<file path="src/rtl/alarm_ring_ctrl_pkg.sv">
// Shared types and time-word layout for the alarm ring controller and the time counter.
package alarm_pkg;

    typedef enum logic [1:0] {
        IDLE   = 2'd0,
        RING   = 2'd1,
        SNOOZE = 2'd2
    } alarm_state_e;

    localparam int MERIDIAN_BIT = 17;
    localparam int HOUR_MSB     = 16;
    localparam int HOUR_LSB     = 12;
    localparam int MIN_MSB      = 11;
    localparam int MIN_LSB      = 6;
    localparam int SEC_MSB      = 5;
    localparam int SEC_LSB      = 0;
    localparam int TIME_W       = MERIDIAN_BIT + 1;
    localparam int ALARM_W      = HOUR_MSB + 1;

    function automatic logic [TIME_W-1:0] pack_time(input logic mer, input logic [4:0] hh,
                                                    input logic [5:0] mm, input logic [5:0] ss);
        return {mer, hh, mm, ss};
    endfunction

    // Alarm comparison is 24 h, so the meridian flag must not take part.
    function automatic logic [TIME_W-1:0] strip_meridian(input logic [TIME_W-1:0] t);
        logic [TIME_W-1:0] t_s;
        t_s               = t;
        t_s[MERIDIAN_BIT] = 1'b0;
        return t_s;
    endfunction

endpackage

</file>
<file path="src/rtl/alarm_ring_ctrl_if.sv">
// Time/alarm inputs, user buttons and buzzer/status outputs of the alarm ring controller.
interface alarm_ring_ctrl_if #(
    parameter int SNZ_W = 2
) ();
    import alarm_pkg::*;

    logic               TICK;
    logic [TIME_W-1:0]  CUR_TIME;
    logic [ALARM_W-1:0] ALARM_TIME;
    logic               ALARM_EN;
    logic               STOP_BTN;
    logic               SNOOZE_BTN;
    logic               BUZZ;
    logic               RINGING;
    logic               SNOOZED;
    logic [SNZ_W-1:0]   SNOOZE_LEFT;

    modport master (
        output TICK, CUR_TIME, ALARM_TIME, ALARM_EN, STOP_BTN, SNOOZE_BTN,
        input  BUZZ, RINGING, SNOOZED, SNOOZE_LEFT
    );

    modport slave (
        input  TICK, CUR_TIME, ALARM_TIME, ALARM_EN, STOP_BTN, SNOOZE_BTN,
        output BUZZ, RINGING, SNOOZED, SNOOZE_LEFT
    );

endinterface

</file>
<file path="src/rtl/alarm_ring_ctrl_btn_edge.sv">
// Rising-edge detector for a debounced button level.
module btn_edge (
    input  logic CLK,
    input  logic RESETN,
    input  logic btn,
    output logic pulse
);

    logic btn_d;
    logic btn_q;

    // Next value of the delayed button level.
    always_comb begin
        btn_d = btn;
    end

    // Delayed button level register.
    always_ff @(posedge CLK) begin
        if (!RESETN) begin
            btn_q <= 1'b0;
        end else begin
            btn_q <= btn_d;
        end
    end

    assign pulse = btn & ~btn_q;

endmodule

</file>
<file path="src/rtl/alarm_ring_ctrl.sv">
// Alarm ring controller: detects alarm-time match, rings the buzzer, handles stop and snooze.
module alarm_ring_ctrl
    import alarm_pkg::*;
#(
    parameter int RING_SEC   = 60,
    parameter int SNOOZE_SEC = 300,
    parameter int MAX_SNOOZE = 3,
    parameter int SNZ_W      = 2
) (
    input  logic             CLK,
    input  logic             RESETN,
    alarm_ring_ctrl_if.slave bus
);

    localparam int RING_W = $clog2(RING_SEC + 1);
    localparam int SCNT_W = $clog2(SNOOZE_SEC + 1);

    alarm_state_e      state_d, state_q;
    logic [RING_W-1:0] ring_cnt_d, ring_cnt_q;
    logic [SCNT_W-1:0] snz_cnt_d, snz_cnt_q;
    logic [SNZ_W-1:0]  snz_left_d, snz_left_q;
    logic              beep_d, beep_q;
    logic              match_d, match_q;
    logic              ringing_d, ringing_q;
    logic              snoozed_d, snoozed_q;
    logic              buzz_d, buzz_q;
    logic              rise_s, stop_s, snooze_s;

    btn_edge u_stop_edge   (.CLK(CLK), .RESETN(RESETN), .btn(bus.STOP_BTN),   .pulse(stop_s));
    btn_edge u_snooze_edge (.CLK(CLK), .RESETN(RESETN), .btn(bus.SNOOZE_BTN), .pulse(snooze_s));

    // Alarm match and its rising edge.
    always_comb begin
        match_d = bus.ALARM_EN & (strip_meridian(bus.CUR_TIME) == {1'b0, bus.ALARM_TIME});
        rise_s  = match_d & ~match_q;
    end

    // Next-state, counters and output decode; disarm overrides every other event.
    always_comb begin
        state_d    = state_q;
        ring_cnt_d = ring_cnt_q;
        snz_cnt_d  = snz_cnt_q;
        snz_left_d = snz_left_q;
        beep_d     = beep_q;
        case (state_q)
            IDLE: begin
                if (rise_s) begin
                    state_d    = RING;
                    ring_cnt_d = '0;
                    beep_d     = 1'b1;
                    snz_left_d = SNZ_W'(MAX_SNOOZE);
                end else begin
                    state_d = IDLE;
                end
            end
            RING: begin
                if (stop_s) begin
                    state_d = IDLE;
                end else if (snooze_s && (snz_left_q != '0)) begin
                    state_d    = SNOOZE;
                    snz_cnt_d  = SCNT_W'(SNOOZE_SEC);
                    snz_left_d = snz_left_q - SNZ_W'(1);
                end else if (bus.TICK) begin
                    ring_cnt_d = ring_cnt_q + RING_W'(1);
                    beep_d     = ~beep_q;
                    state_d    = (ring_cnt_q == RING_W'(RING_SEC - 1)) ? IDLE : RING;
                end else begin
                    state_d = RING;
                end
            end
            SNOOZE: begin
                if (stop_s) begin
                    state_d = IDLE;
                end else if (bus.TICK && (snz_cnt_q == SCNT_W'(1))) begin
                    state_d    = RING;
                    ring_cnt_d = '0;
                    beep_d     = 1'b1;
                end else if (bus.TICK) begin
                    snz_cnt_d = snz_cnt_q - SCNT_W'(1);
                end else begin
                    state_d = SNOOZE;
                end
            end
            default: begin
                state_d = IDLE;
            end
        endcase
        if (!bus.ALARM_EN) begin
            state_d = IDLE;
        end else begin
            state_d = state_d;
        end
        snz_left_d = (state_d == IDLE) ? SNZ_W'(MAX_SNOOZE) : snz_left_d;
        ringing_d  = (state_d == RING);
        snoozed_d  = (state_d == SNOOZE);
        buzz_d     = ringing_d & beep_d;
    end

    // State, counters and registered outputs.
    always_ff @(posedge CLK) begin
        if (!RESETN) begin
            state_q    <= IDLE;
            ring_cnt_q <= '0;
            snz_cnt_q  <= '0;
            snz_left_q <= SNZ_W'(MAX_SNOOZE);
            beep_q     <= 1'b0;
            match_q    <= 1'b0;
            ringing_q  <= 1'b0;
            snoozed_q  <= 1'b0;
            buzz_q     <= 1'b0;
        end else begin
            state_q    <= state_d;
            ring_cnt_q <= ring_cnt_d;
            snz_cnt_q  <= snz_cnt_d;
            snz_left_q <= snz_left_d;
            beep_q     <= beep_d;
            match_q    <= match_d;
            ringing_q  <= ringing_d;
            snoozed_q  <= snoozed_d;
            buzz_q     <= buzz_d;
        end
    end

    assign bus.BUZZ        = buzz_q;
    assign bus.RINGING     = ringing_q;
    assign bus.SNOOZED     = snoozed_q;
    assign bus.SNOOZE_LEFT = snz_left_q;

endmodule

</file>
<file path="src/flat_wrapper.sv">
// flat-port wrapper written by rule: the top's interface ports become plain ports
module alarm_ring_ctrl_flat import alarm_pkg::*;
#(
    parameter int RING_SEC   = 60,
    parameter int SNOOZE_SEC = 300,
    parameter int MAX_SNOOZE = 3,
    parameter int SNZ_W      = 2
)
  (CLK, RESETN, bus_TICK, bus_CUR_TIME, bus_ALARM_TIME, bus_ALARM_EN, bus_STOP_BTN, bus_SNOOZE_BTN, bus_BUZZ, bus_RINGING, bus_SNOOZED, bus_SNOOZE_LEFT);
  alarm_ring_ctrl_if #(.SNZ_W(SNZ_W)) bus_i ();
  input  logic CLK;
  input  logic RESETN;
  input wire logic [$bits(bus_i.TICK)-1:0] bus_TICK;
  input wire logic [$bits(bus_i.CUR_TIME)-1:0] bus_CUR_TIME;
  input wire logic [$bits(bus_i.ALARM_TIME)-1:0] bus_ALARM_TIME;
  input wire logic [$bits(bus_i.ALARM_EN)-1:0] bus_ALARM_EN;
  input wire logic [$bits(bus_i.STOP_BTN)-1:0] bus_STOP_BTN;
  input wire logic [$bits(bus_i.SNOOZE_BTN)-1:0] bus_SNOOZE_BTN;
  output wire logic [$bits(bus_i.BUZZ)-1:0] bus_BUZZ;
  output wire logic [$bits(bus_i.RINGING)-1:0] bus_RINGING;
  output wire logic [$bits(bus_i.SNOOZED)-1:0] bus_SNOOZED;
  output wire logic [$bits(bus_i.SNOOZE_LEFT)-1:0] bus_SNOOZE_LEFT;
  assign bus_i.TICK = bus_TICK;
  assign bus_i.CUR_TIME = bus_CUR_TIME;
  assign bus_i.ALARM_TIME = bus_ALARM_TIME;
  assign bus_i.ALARM_EN = bus_ALARM_EN;
  assign bus_i.STOP_BTN = bus_STOP_BTN;
  assign bus_i.SNOOZE_BTN = bus_SNOOZE_BTN;
  assign bus_BUZZ = bus_i.BUZZ;
  assign bus_RINGING = bus_i.RINGING;
  assign bus_SNOOZED = bus_i.SNOOZED;
  assign bus_SNOOZE_LEFT = bus_i.SNOOZE_LEFT;
  alarm_ring_ctrl #(.RING_SEC(RING_SEC), .SNOOZE_SEC(SNOOZE_SEC), .MAX_SNOOZE(MAX_SNOOZE), .SNZ_W(SNZ_W)) u_core (.CLK(CLK), .RESETN(RESETN), .bus(bus_i));
endmodule
</file>
<file path="config.mk">
export PLATFORM = sky130hd
export DESIGN_NAME = alarm_ring_ctrl_flat
export DESIGN_NICKNAME = d
export VERILOG_FILES = /design/src/rtl/alarm_ring_ctrl_pkg.sv /design/src/rtl/alarm_ring_ctrl_if.sv /design/src/rtl/alarm_ring_ctrl_btn_edge.sv /design/src/rtl/alarm_ring_ctrl.sv /design/src/flat_wrapper.sv
export SDC_FILE = /design/constraint.sdc
export NUM_CORES = 1
export LEC_CHECK = 0
export ABC_AREA = 0
export CORE_ASPECT_RATIO = 0.6
export CORE_MARGIN = 4
export CORE_UTILIZATION = 28
export DETAILED_ROUTE_END_ITERATION = 12
export PLACE_DENSITY = 0.58
export REMOVE_ABC_BUFFERS = 1
export SYNTH_ARGS = -nofsm -noshare
export SYNTH_HDL_FRONTEND = slang
export SYNTH_HIERARCHICAL = 1
export SYNTH_SLANG_ARGS = --single-unit
</file>
<file path="constraint.sdc">
create_clock -name CLK -period 4.5 [get_ports CLK]
set_input_delay 1.35 -clock CLK [delete_from_list [all_inputs] [get_ports CLK]]
set_output_delay 1.35 -clock CLK [all_outputs]
set_load 0.05 [all_outputs]
</file>
==> qor.csv, run 1 <==
metric,value,unit
nets,258,
share of layout cells above drive strength 1,0.08019,
via count,1335,
Synth Area per Inst,8.961,µm²
class of the most critical setup path,in2reg,
TritonCTS clock tree,yes,
status,completed,
Die ar.,6616,µm²
ys async rst share,0,
slew margin rel.,0.6463,
DP Worst Slack,1.067,ns
Switch Pwr,0.00009861,W
worst skew pair latency,0.28,ns
post-synthesis xor/xnor area fraction,0.1346,
Synth Area in Adders,0.03344,
htree depth,1,
global-route wire length before repair,6.210,mm
synthesis-stage register bit count,26,
final setup margin,1.396,ns
"Setup violations, final",0,
internal power,0.0003921,W
CTS resizes,0,
Worst-Margin Slew,0.5172,ns
area occupied by multi-input gates,933.4,µm²
family with the most delay on the worst path,compound AO/OA/AOI/OAI gates,
drt wl/cell,13.71,µm
highest metal used,met4,
Metal-1 WL,1.985,mm
Syn-to-layout area delta,39.13,%
Layout fillers,524,
n_diodes,0,
smallest hold slack,0.4685,ns
power per cell area,235.7,nW/µm²
routed length on met2,1.350,mm
Worst VDD drop,0.1188,mV
clk sinks,26,
Clk pwr share,0.399,
most frequent cells in the layout,"44 x clkdlybuf4s50_1, 26 x dfxtp_1, 15 x xnor2_1, 15 x nand2_1, 12 x nor2_1",
met3 wire length,463,µm
number of vias per cell,4.802,
DRT iter0 DRCs,100,
I/O Buffers,44,
"Slowest-stage cell, CP",a2111oi_0,
vias in the first global route,1261,
Ys Warns,6,
CTS root buf,clkbuf_8,
Hold Crit Class,reg2reg,
Ports,46,
crit path capture type,flip-flop,
Worst setup SP type,primary input,
"commonest non-fill, non-tap cell in the layout",clkdlybuf4s50_1,
CP bufs+invs,1,
GRT Total Usage,0.1172,
"Reg clk slew, reported paths",0.08,ns
hold buffer count at cts,0,
core area,5105,µm²
"Primary FF master, synth",dfxtp_1,
max frequency,0.3222,GHz
First-pass DRT Iterations,4,
sequential share of the synthesized area,0.3478,
max-slew violations,0,
max incr delay on CP,0.50,ns
Seq pwr share,0.472,
register area,520.5,µm²
unrepaired setup endpoints after global routing,false,
Worst Path Required,4.66,ns
post-synth cell types,47,
synthesized area,1496,µm²
total CTS buffers,3,
Max Clock Skew,0.01567,ns
Rows,20,
Simple-Gate Fraction of Synth Area,0.2676,
switching share of power,0.2010,
Final Hold Viols,0,
routed wire length,3.812,mm
post-synthesis cell count,167,
Compound-Gate Fraction of Synth Area,0.1881,
MaxCap Viol Count,0,
die height,64.63,µm
Post-DRT Antenna Nets,0,
mux cell area share after synthesis,0,
sum of negative setup slack,0,ns
main combinational cell family by area after synthesis,simple AND/OR/NAND/NOR gates,
total gr overflow,0,
placed wire-length estimate,2.998,mm
worst-path fanout max,6,
gpl congestion,0.7736,
setup repair bufs after CTS,0,
Clock Path Buffers,2,
initial antenna violation count,0,
Initial Utilization,0.2931,
Tot Pwr,0.0004907,W
Pleak,0.7410,nW
die width,102.4,µm
crit path time final,3.104,ns
crit share post-route,0.6898,
CP cell instances,clkdlybuf4s50_1 > xnor2_1 > nand4_1 > a2111oi_0 > and4b_1 > o31a_2 > a31oi_1,
Crit path arrival time,3.26,ns
Comb pwr share,0.129,
"Core Util, Final",0.4078,
largest net degree at the start of global routing,16,
# DRC,0,
"EDFF count, synth",0,
-- cell families (layout without fill, tap and decap cells) --
| group | Yosys count | after routing |
|---|---|---|
| AO/OA/AOI/OAI | 39 | 39 |
| XOR/XNOR | 23 | 23 |
| adder cells (fa/ha/maj) | 4 | 4 |
| buffers and inverters | 11 | 56 |
| flip-flops | 26 | 26 |
| AND/OR/NAND/NOR | 64 | 64 |
-- registers in the layout, indices dropped and copies added (netlist names) --
register	count
u_core/snz_cnt_q	9
u_core/ring_cnt_q	6
u_core/bus.SNOOZE_LEFT	2
u_core/state_q	2
u_core/beep_q	1
u_core/bus.BUZZ	1
u_core/bus.RINGING	1
u_core/bus.SNOOZED	1
u_core/match_q	1
u_core/u_snooze_edge/btn_q	1
u_core/u_stop_edge/btn_q	1
-- final timing paths --
| kind | cells past startpoint | start | slack, ns | endpoint |
|---|---|---|---|---|
| max reg2reg | 8 | u_core/bus.SNOOZE_LEFT[0] | 2.47 | u_core/snz_cnt_q[8] |
| min reg2reg | 1 | u_core/ring_cnt_q[4] | 0.47 | u_core/ring_cnt_q[4] |
| max | 7 | bus_CUR_TIME[13] | 1.40 | u_core/ring_cnt_q[4] |
| min | 1 | u_core/ring_cnt_q[4] | 0.47 | u_core/ring_cnt_q[4] |
-- synth_stat cells (all sizes together), types with 2 or more instances --
cell | number | area [µm²]
ha | 4 | 50.05
nor4 | 5 | 46.29
nor2b | 5 | 46.30
nor2 | 13 | 51.30
a21oi | 10 | 50.05
xor2 | 8 | 70.07
inv | 7 | 26.27
dfxtp | 26 | 520.5
nand2b | 4 | 25.02
nand4b | 2 | 17.52
and2 | 3 | 18.77
a31oi | 5 | 46.29
nand2 | 15 | 56.30
nand4 | 4 | 25.02
o21ai | 7 | 35.03
o21bai | 2 | 15.01
o22ai | 2 | 12.51
nor3 | 2 | 15.01
clkbuf | 3 | 11.26
nor4b | 3 | 45.04
xnor2 | 15 | 131.4
or3 | 2 | 12.51
nand3 | 3 | 15.01
-- power by group through the flow --
stage / clock network (W) / logic (W) / registers [W]
6_report: 0.000196 / 0.0000633 / 0.000232
4_1_cts: 0.000202 / 0.0000640 / 0.000232
3_3_place_gp: 0 / 0.0000632 / 0.000237
2_1_floorplan: 0 / 0.0000201 / 0.000237
5_1_grt: 0.000210 / 0.0000682 / 0.000232
3_5_place_dp: 0 / 0.0000637 / 0.000237
-- layout make-up --
cell class / instances / area share
clock inverters: 1 / 0.01442
well taps: 66 / 0.03966
multi-input cells: 130 / 0.4483
clock buffers: 3 / 0.01983
repair buffers: 45 / 0.2151
flip-flops and latches: 26 / 0.2500
inverters: 7 / 0.01262
-- metrics by stage --
step	std cells	instance area (µm²)
finish	278	2082
global route	278	2082
CTS	278	2082
detailed placement	274	2011
global placement	274	2011
floorplan	163	1480
-- per-layer routing --
| layer | up-vias | global-route usage |
|---|---|---|
| met1 | 593 | 0.1829 |
| met5 | - | 0 |
| met2 | 48 | 0.1537 |
| met3 | 2 | 0.04194 |
| li1 | 692 | - |
| met4 | 0 | 0.01473 |
(Power assumes the default switching activity.)
==> run 2, diff against run 1 <==
==> constraint.sdc (replaced) <==
create_clock -name CLK -period 3.1 [get_ports CLK]
set_input_delay 0.93 -clock CLK [delete_from_list [all_inputs] [get_ports CLK]]
set_output_delay 0.93 -clock CLK [all_outputs]
set_load 0.05 [all_outputs]
==> run 2 against run 1 <==
Via count down 1.6%. First-iteration DRC count down 7.0%. Register-to-register slack worse by 1.4 ns. Combinational power up 45%. Flip-flop and latch count unchanged. Setup slack worse by 1.0 ns. Non-clock buffer count unchanged. Critical endpoint is now u_core/bus.BUZZ. Highest routed layer unchanged.
==> qor.csv, run 2 (synthesis results as in run 1) <==
metric,value,unit,change
internal power,0.0005096,W,was 0.0003921 W
global-route wire length before repair,6.147,mm,was 6.210 mm
worst-path fanout max,5,,was 6
Worst R2R Setup Slack,1.06,ns,was 2.47 ns
hold buffer count at cts,0,,unchanged
Clk pwr share,0.338,,was 0.399
CTS resizes,0,,unchanged
routed wire length,3.822,mm,was 3.812 mm
"Core Util, Final",0.4047,,was 0.4078
Critical path origin,bus_ALARM_TIME[12],,was bus_CUR_TIME[13]
die width,102.4,µm,unchanged
power per cell area,312.8,nW/µm²,was 235.7 nW/µm²
Pleak,0.7340,nW,was 0.7410 nW
CTS root buf,clkbuf_8,,unchanged
nets,258,,unchanged
DRT iter0 DRCs,93,,was 100
Final Hold Viols,0,,unchanged
Comb pwr share,0.142,,was 0.129
max frequency,0.3705,GHz,
setup repair bufs after CTS,0,,unchanged
Post-DRT Antenna Nets,0,,unchanged
"Reg clk slew, reported paths",0.09,ns,was 0.08 ns
hold path startpoint,u_core/ring_cnt_q[4],,unchanged
Max Clock Skew,0.002849,ns,was 0.01567 ns
initial antenna violation count,0,,unchanged
CP bufs+invs,1,,unchanged
Worst setup SP type,primary input,,unchanged
Switch Pwr,0.0001366,W,was 0.00009861 W
max incr delay on CP,0.50,ns,about the same
placed wire-length estimate,3.035,mm,was 2.998 mm
Hold Crit Class,reg2reg,,unchanged
Initial Utilization,0.2931,,unchanged
worst skew pair latency,0.27,ns,was 0.28 ns
Die ar.,6616,µm²,unchanged
max-slew violations,0,,unchanged
I/O Buffers,44,,unchanged
die height,64.63,µm,unchanged
htree depth,1,,unchanged
Tot Pwr,0.0006462,W,was 0.0004907 W
DP Area,2011,µm²,unchanged
Rows,20,,unchanged
GRT Total Usage,0.1189,,was 0.1172
slew margin rel.,0.6636,,was 0.6463
core area,5105,µm²,unchanged
Clock Path Buffers,2,,unchanged
Syn-to-layout area delta,38.04,%,was 39.13%
crit path time final,2.699,ns,
via count,1314,,"was 1,335"
Seq pwr share,0.520,,was 0.472
CP cell instances,clkdlybuf4s50_1 > xnor2_1 > nand4_1 > a2111oi_0 > and4b_1 > nand2_1 > o21ai_1,,was clkdlybuf4s50_1 > xnor2_1 > nand4_1 > a2111oi_0 > and4b_1 > o31a_2 > a31oi_1
status,completed,,unchanged
crit share post-route,0.8707,,
post-route insts no fill,278,,unchanged
max reg flops,9,,unchanged
class of the most critical setup path,in2reg,,unchanged
most frequent cells in the layout,"44 x clkdlybuf4s50_1, 26 x dfxtp_1, 15 x xnor2_1, 15 x nand2_1, 12 x nor2_1",,unchanged
total gr overflow,0,,unchanged
Ports,46,,unchanged
vias in the first global route,1204,,"was 1,261"
largest registers,"u_core/snz_cnt_q (9), u_core/ring_cnt_q (6)",,unchanged
"Setup violations, final",0,,unchanged
final instance area,2066,µm²,was 2082 µm²
MaxCap Viol Count,0,,unchanged
# DRC,0,,unchanged
share of layout cells above drive strength 1,0.08019,,unchanged
Worst Path Required,3.29,ns,was 4.66 ns
Crit path arrival time,2.89,ns,was 3.26 ns
Worst VDD drop,0.2093,mV,was 0.1188 mV
family with the most delay on the worst path,compound AO/OA/AOI/OAI gates,,unchanged
switching share of power,0.2114,,was 0.2010
Worst-Margin Slew,0.4919,ns,was 0.5172 ns
"Slowest-stage cell, CP",a2111oi_0,,unchanged
sum of negative setup slack,0,ns,unchanged
Reg with most FFs,u_core/snz_cnt_q,,unchanged
unrepaired setup endpoints after global routing,false,,unchanged
clk sinks,26,,unchanged
largest net degree at the start of global routing,15,,was 16
RR Startpoint,u_core/bus.SNOOZE_LEFT[0],,unchanged
TritonCTS clock tree,yes,,unchanged
First-pass DRT Iterations,4,,unchanged
number of vias per cell,4.727,,was 4.802
"commonest non-fill, non-tap cell in the layout",clkdlybuf4s50_1,,unchanged
crit path capture type,flip-flop,,unchanged
total CTS buffers,3,,unchanged
drt wl/cell,13.75,µm,was 13.71 µm
n_diodes,0,,unchanged
dpl cells,274,,unchanged
gpl congestion,0.7878,,was 0.7736
-- run 2: cell type report --
cell class,instances,area [µm²]
Inverter,7,26.28
Fill cell,543,3039
Multi-Input combinational cell,130,933.4
Sequential cell,26,520.5
Timing Repair Buffer,45,447.9
Tap cell,66,82.58
Clock buffer,4,55.05
-- run 2: metrics by stage --
stage	worst slack [ns]	hold slack, ns
6_report	0.4008	0.4672
5_1_grt	0.1547	0.5050
4_1_cts	0.3947	0.4741
3_5_place_dp	0.1106	0.4586
3_3_place_gp	0.1130	0.4459
2_1_floorplan	0.8463	0.4306
-- run 2: power groups by stage --
stage | sequential [W] | clock, W | combinational, W
finish | 0.000336 | 0.000219 | 0.0000915
global route | 0.000336 | 0.000244 | 0.0000991
CTS | 0.000336 | 0.000234 | 0.0000924
detailed placement | 0.000344 | 0 | 0.0000918
global placement | 0.000344 | 0 | 0.0000920
floorplan | 0.000344 | 0 | 0.0000292
-- run 2: metal layers --
| metal | track usage | part of all wire | vias up | wire (µm) |
|---|---|---|---|---|
| met1 | 0.1919 | 0.56 | 574 | 2124 |
| met2 | 0.1497 | 0.34 | 48 | 1314 |
| li1 | - | - | 690 | - |
| met4 | 0.01964 | 0.0044 | 0 | 17 |
| met3 | 0.03763 | 0.096 | 2 | 366 |
| met5 | 0 | 0 | - | 0 |
-- run 2: final timing paths --
check / to / depth (start not counted)
setup reg to reg: u_core/snz_cnt_q[8] / 8
setup / recovery: u_core/bus.BUZZ / 7
hold / removal: u_core/ring_cnt_q[4] / 1
hold reg to reg: u_core/ring_cnt_q[4] / 1
==> edit 1, RTL diff (config.mk and constraints of run 2) <==
Encoding of `alarm_state_e`: now one-hot (3 bits for 3 states).
--- a/src/rtl/alarm_ring_ctrl_pkg.sv
+++ b/src/rtl/alarm_ring_ctrl_pkg.sv
@@ -1,10 +1,10 @@
 // Shared types and time-word layout for the alarm ring controller and the time counter.
 package alarm_pkg;
 
-    typedef enum logic [1:0] {
-        IDLE   = 2'd0,
-        RING   = 2'd1,
-        SNOOZE = 2'd2
+    typedef enum logic [2:0] {
+        IDLE   = 3'b001,
+        RING   = 3'b010,
+        SNOOZE = 3'b100
     } alarm_state_e;
 
     localparam int MERIDIAN_BIT = 17;
Formal check against the unedited RTL: no difference found for any inputs over 10 cycles, from zero or initial values and one cycle with RESETN low; not proved beyond that.
==> edit 1 against run 2 <==
- global-route usage increased by 0.36 points
- synthesized cell count increased by 11%
- area after synthesis increased by 7.7%
- wire length increased by 10%
- sequential power increased by 4%
- largest power group unchanged
- worst setup slack got worse by 0.024 ns
- cell area increased by 10%
- sequential cell count increased by 1
- power increased by 1.8%
==> edit 1: results (changes against run 2) <==
- Cells on worst reg2reg path: 9 (+1)
- Final setup skew: 0.00976 ns (+0.00691 ns)
- Slowest CP cell: clkdlybuf4s50_1
- Top cells by count, synth: dfxtp_1, nor2_1, xor2_1
- Final WL: 4210 um (+10%)
- Maximum VDD drop: 0.166 mV (-21%)
- Netlist cell types: 52 (+11%)
- CP peak stage delay: 0.41 ns (-0.09 ns)
- Worst setup endpoint: u_core/bus.BUZZ$_SDFF_PN0_
- Reg2reg end: u_core/ring_cnt_q[4]$_SDFFE_PN0P_
- Clk root buf: clkbuf_8
- Via count: 1499 (+14%)
- Worst Setup SP: bus_ALARM_TIME[7]
- CP top delay family: compound AO/OA/AOI/OAI gates
- First-pass GRT wire length: 6840 um (+11%)
- Skew-Pair Late Insertion Delay: 0.28 ns
- Fill cells: 577 (+6.3%)
- Status: completed
- Number of flops mapped to enable cells by yosys: 0 (unchanged)
- P_leak: 0.871 nW (+19%)
- Fraction of registers with async set/reset: 0 (unchanged)
- Post-CTS resize count: 0 (unchanged)
- Setup Fix Bufs, Post-CTS: 0 (unchanged)
- GR Util All Layers: 0.123 (+0.00362)
- Relative slew slack: 0.396 (-0.268)
- Initial antenna violation count: 0 (unchanged)
- Worst Hold Class: flip-flop to flip-flop
- Worst Min Path Start: u_core/ring_cnt_q[1]$_SDFFE_PN0P_
- R2R Setup Slk: 0.99 ns (-0.07 ns)
- Largest registers: u_core/snz_cnt_q (9), u_core/ring_cnt_q (6), u_core/state_q (3)
- Clock tree buffer depth: 2 (unchanged)
- Worst-path maximum fanout: 6 (+1)
- Top cells by area, synth: dfxtp_1, xor2_1, nor2_1
- WP data arrival: 2.96 ns (+0.07 ns)
- Hpwl dp: 3400 um (+12%)
- Vias in the first global route: 1380 (+15%)
- Reg clk slew, reported paths: 0.10 ns
- Drt first pass iters: 4 (unchanged)
- Largest net degree at the start of global routing: 17 (+2)
- Post-synthesis sequential area ratio: 0.335 (-0.0124)
- Hold bufs inserted after CTS: 0 (unchanged)
- Sw frac: 0.236 (+0.0242)
- Detailed Route Iter0 Violations: 75 (-19%)
- Reg-to-Reg Start: u_core/snz_cnt_q[1]$_SDFFE_PN0P_
- Ant diodes: 0 (unchanged)
- Number of clock buffers inserted by TritonCTS: 3 (unchanged)
- # H-tree levels: 1 (unchanged)
- Ys Warns: 6 (unchanged)
- Final WS setup: 0.377 ns (-0.0241 ns)
- Share of cells above drive strength 1: 0.124 (+0.0438)
- Port Buffers: 44 (unchanged)
- Final Net Count: 288 (+12%)
- Pre-CTS setup slack: 0.0738 ns (-0.0368 ns)
- Gp weighted congestion: 0.803 (+1.9%)
- Commonest non-fill, non-tap cell in the layout: clkdlybuf4s50_1
[edit 1: cell count changes in the layout (fill, tap and decap cells not counted), moves of 3 or more]
cell | before | now
buf_4 | 1 | 13
nor4_2 | 0 | 3
nor2_1 | 12 | 20
o21a_1 | 1 | 4
xor2_1 | 8 | 14
nor3_1 | 1 | 6
nand3_1 | 3 | 6
nor4b_2 | 3 | 0
inv_1 | 6 | 9
xnor2_1 | 15 | 5
nand2_1 | 15 | 7
[edit 1: cell families (layout without fill, tap and decap cells)]
group                      Yosys count  in the layout  share of synthesized area
and+or+nand+nor                     79             79                      0.319
adders and majority gates            4              4                     0.0311
DFF                                 27             27                      0.335
AOI/OAI and AO/OA                   42             42                      0.173
buffers and inverters               14             71                     0.0380
xor gates and xnor gates            19             19                      0.103
[edit 1: layout make-up]
class | instances | area share
Clock buffer | 3 | 0.0182
Multi-Input combinational cell | 144 | 0.444
Clock inverter | 1 | 0.00330
Sequential cell | 27 | 0.238
Timing Repair Buffer | 57 | 0.237
Tap cell | 80 | 0.0440
Inverter | 10 | 0.0165
[edit 1: power by group through the flow]
| stage | Combinational (W) | Clock, W | Sequential, W |
|---|---|---|---|
| 6_report | 0.0000961 | 0.000213 | 0.000349 |
| 2_1_floorplan | 0.0000297 | 0 | 0.000357 |
| 3_5_place_dp | 0.0000963 | 0 | 0.000357 |
| 4_1_cts | 0.0000968 | 0.000224 | 0.000349 |
| 3_3_place_gp | 0.0000956 | 0 | 0.000357 |
| 5_1_grt | 0.000104 | 0.000237 | 0.000349 |
[edit 1: layer usage]
metal,vias up,global-route usage,share of wire
li1,784,-,-
met1,670,0.189,0.53
met2,43,0.167,0.38
met3,2,0.0348,0.084
met4,0,0.0194,0.0036
met5,-,0,0
[edit 1: worst min-delay path by stage]
stage                                        endpoint  slack, ns  cells after the start
detailed placement  u_core/ring_cnt_q[1]$_SDFFE_PN0P_       0.49                      2
global placement    u_core/ring_cnt_q[1]$_SDFFE_PN0P_       0.48                      2
global route        u_core/ring_cnt_q[1]$_SDFFE_PN0P_       0.53                      2
finish              u_core/ring_cnt_q[1]$_SDFFE_PN0P_       0.50                      2
floorplan           u_core/ring_cnt_q[1]$_SDFFE_PN0P_       0.46                      2
CTS                 u_core/ring_cnt_q[1]$_SDFFE_PN0P_       0.50                      2
[edit 1: per-stage QoR]
step | cell area [um2] | instances
6_report | 2270 | 322
5_1_grt | 2270 | 322
4_1_cts | 2270 | 322
3_5_place_dp | 2230 | 318
3_3_place_gp | 2230 | 318
2_1_floorplan | 1590 | 181
[edit 1: tightest hold or removal path: stages, from the launching register on]
cell and delay, ns:
dfxtp_1 0.33, o21ai_0 0.07, a21oi_1 0.06
==> edit 2, RTL diff (flow settings as in run 2) <==
Without the edit above. `SNOOZE_SEC` is set to 300 in 2 places; all go to 150.
--- a/src/rtl/alarm_ring_ctrl.sv
+++ b/src/rtl/alarm_ring_ctrl.sv
@@ -3,7 +3,7 @@
     import alarm_pkg::*;
 #(
     parameter int RING_SEC   = 60,
-    parameter int SNOOZE_SEC = 300,
+    parameter int SNOOZE_SEC = 150,
     parameter int MAX_SNOOZE = 3,
     parameter int SNZ_W      = 2
 ) (
--- a/src/flat_wrapper.sv
+++ b/src/flat_wrapper.sv
@@ -2,7 +2,7 @@
 module alarm_ring_ctrl_flat import alarm_pkg::*;
 #(
     parameter int RING_SEC   = 60,
-    parameter int SNOOZE_SEC = 300,
+    parameter int SNOOZE_SEC = 150,
     parameter int MAX_SNOOZE = 3,
     parameter int SNZ_W      = 2
 )
Function: same outputs for any inputs over 10 cycles, from zero or initial values and one cycle with RESETN low; that may be too few to reach the edited logic, so the function may still have changed.
==> edit 2 against run 2 <==
- power shrank 4.6%
- die area is 2.3% lower
- fmax up 7.4%
- area after synthesis is 2.5% lower
- worst setup slack better by 0.19 ns
- register-to-register slack worse by 0.11 ns
- largest power group unchanged
- cell count increased by 4.0%
- critical path depth rose by 1
- sequential cell count decreased by 1
- cell area shrank 1.2%
- critical path type unchanged
- sequential share of layout area down 0.69 points
- wire length is 0.60% lower
- utilization shrank 0.070 points
==> edit 2: results (changes against run 2) <==
- Status: completed
- Detailed Route Iter0 Violations: 96 (+3.2%)
- Final WL: 3800 um (-0.60%)
- P_leak: 0.727 nW (-0.90%)
- First-pass GRT wire length: 6580 um (+7.0%)
- Worst-path maximum fanout: 9 (+4)
- GR Util met1: 0.191 (-0.000639)
- Met2 GRT Util: 0.182 (+0.0327)
- Largest net degree at the start of global routing: 14 (-1)
- Drt first pass iters: 5 (+1)
- DP Area: 2000 um2 (-0.68%)
- Maximum VDD drop: 0.168 mV (-20%)
- GR Util All Layers: 0.126 (+0.00729)
- CP top delay family: simple AND/OR/NAND/NOR gates
- Chip Width: 101 um (-1.2%)
- Post-synthesis mux area share: 0.0214 (+0.0214)
- Register area: 500 um2 (-3.8%)
- Met3 usage: 0.0294 (-0.00819)
- Pre-CTS setup slack: 0.307 ns (+0.197 ns)
- Netlist cell types: 42 (-11%)
- Post-Synth Adder-Cell Area: 0.0343 (+0.000861)
- Post-synthesis sequential area ratio: 0.343 (-0.00477)
- Top cells by area, synth: dfxtp_1, xnor2_1, nand2_1
- Wire length per cell: 13.1 um (-4.4%)
- Slowest CP cell: clkdlybuf4s50_1
- Xor and xnor area share after synthesis: 0.102 (-0.0326)
- Multi-input logic area: 910 um2 (-2.5%)
- CP peak stage delay: 0.48 ns (-0.02 ns)
- Final Net Count: 269 (+4.3%)
- Flip-flop and latch count: 25 (-3.8%)
## edit 2: where the power goes
group / switching [W] / internal (W)
combinational: 0.0000329 / 0.0000656
clock: 0.000103 / 0.0000919
sequential: 0.00000101 / 0.000322
total: 0.000137 / 0.000480
## edit 2: path summary, 6_finish.rpt
kind	start	to	slack (ns)	depth (start not counted)
setup / recovery	bus_SNOOZE_BTN	u_core/snz_cnt_q[1]$_SDFFE_PN0P_	0.59	8
hold / removal	u_core/ring_cnt_q[1]$_SDFFE_PN0P_	u_core/ring_cnt_q[1]$_SDFFE_PN0P_	0.49	2
setup reg to reg	u_core/snz_cnt_q[1]$_SDFFE_PN0P_	u_core/ring_cnt_q[0]$_SDFFE_PN0P_	0.95	7
hold reg to reg	u_core/ring_cnt_q[1]$_SDFFE_PN0P_	u_core/ring_cnt_q[1]$_SDFFE_PN0P_	0.49	2
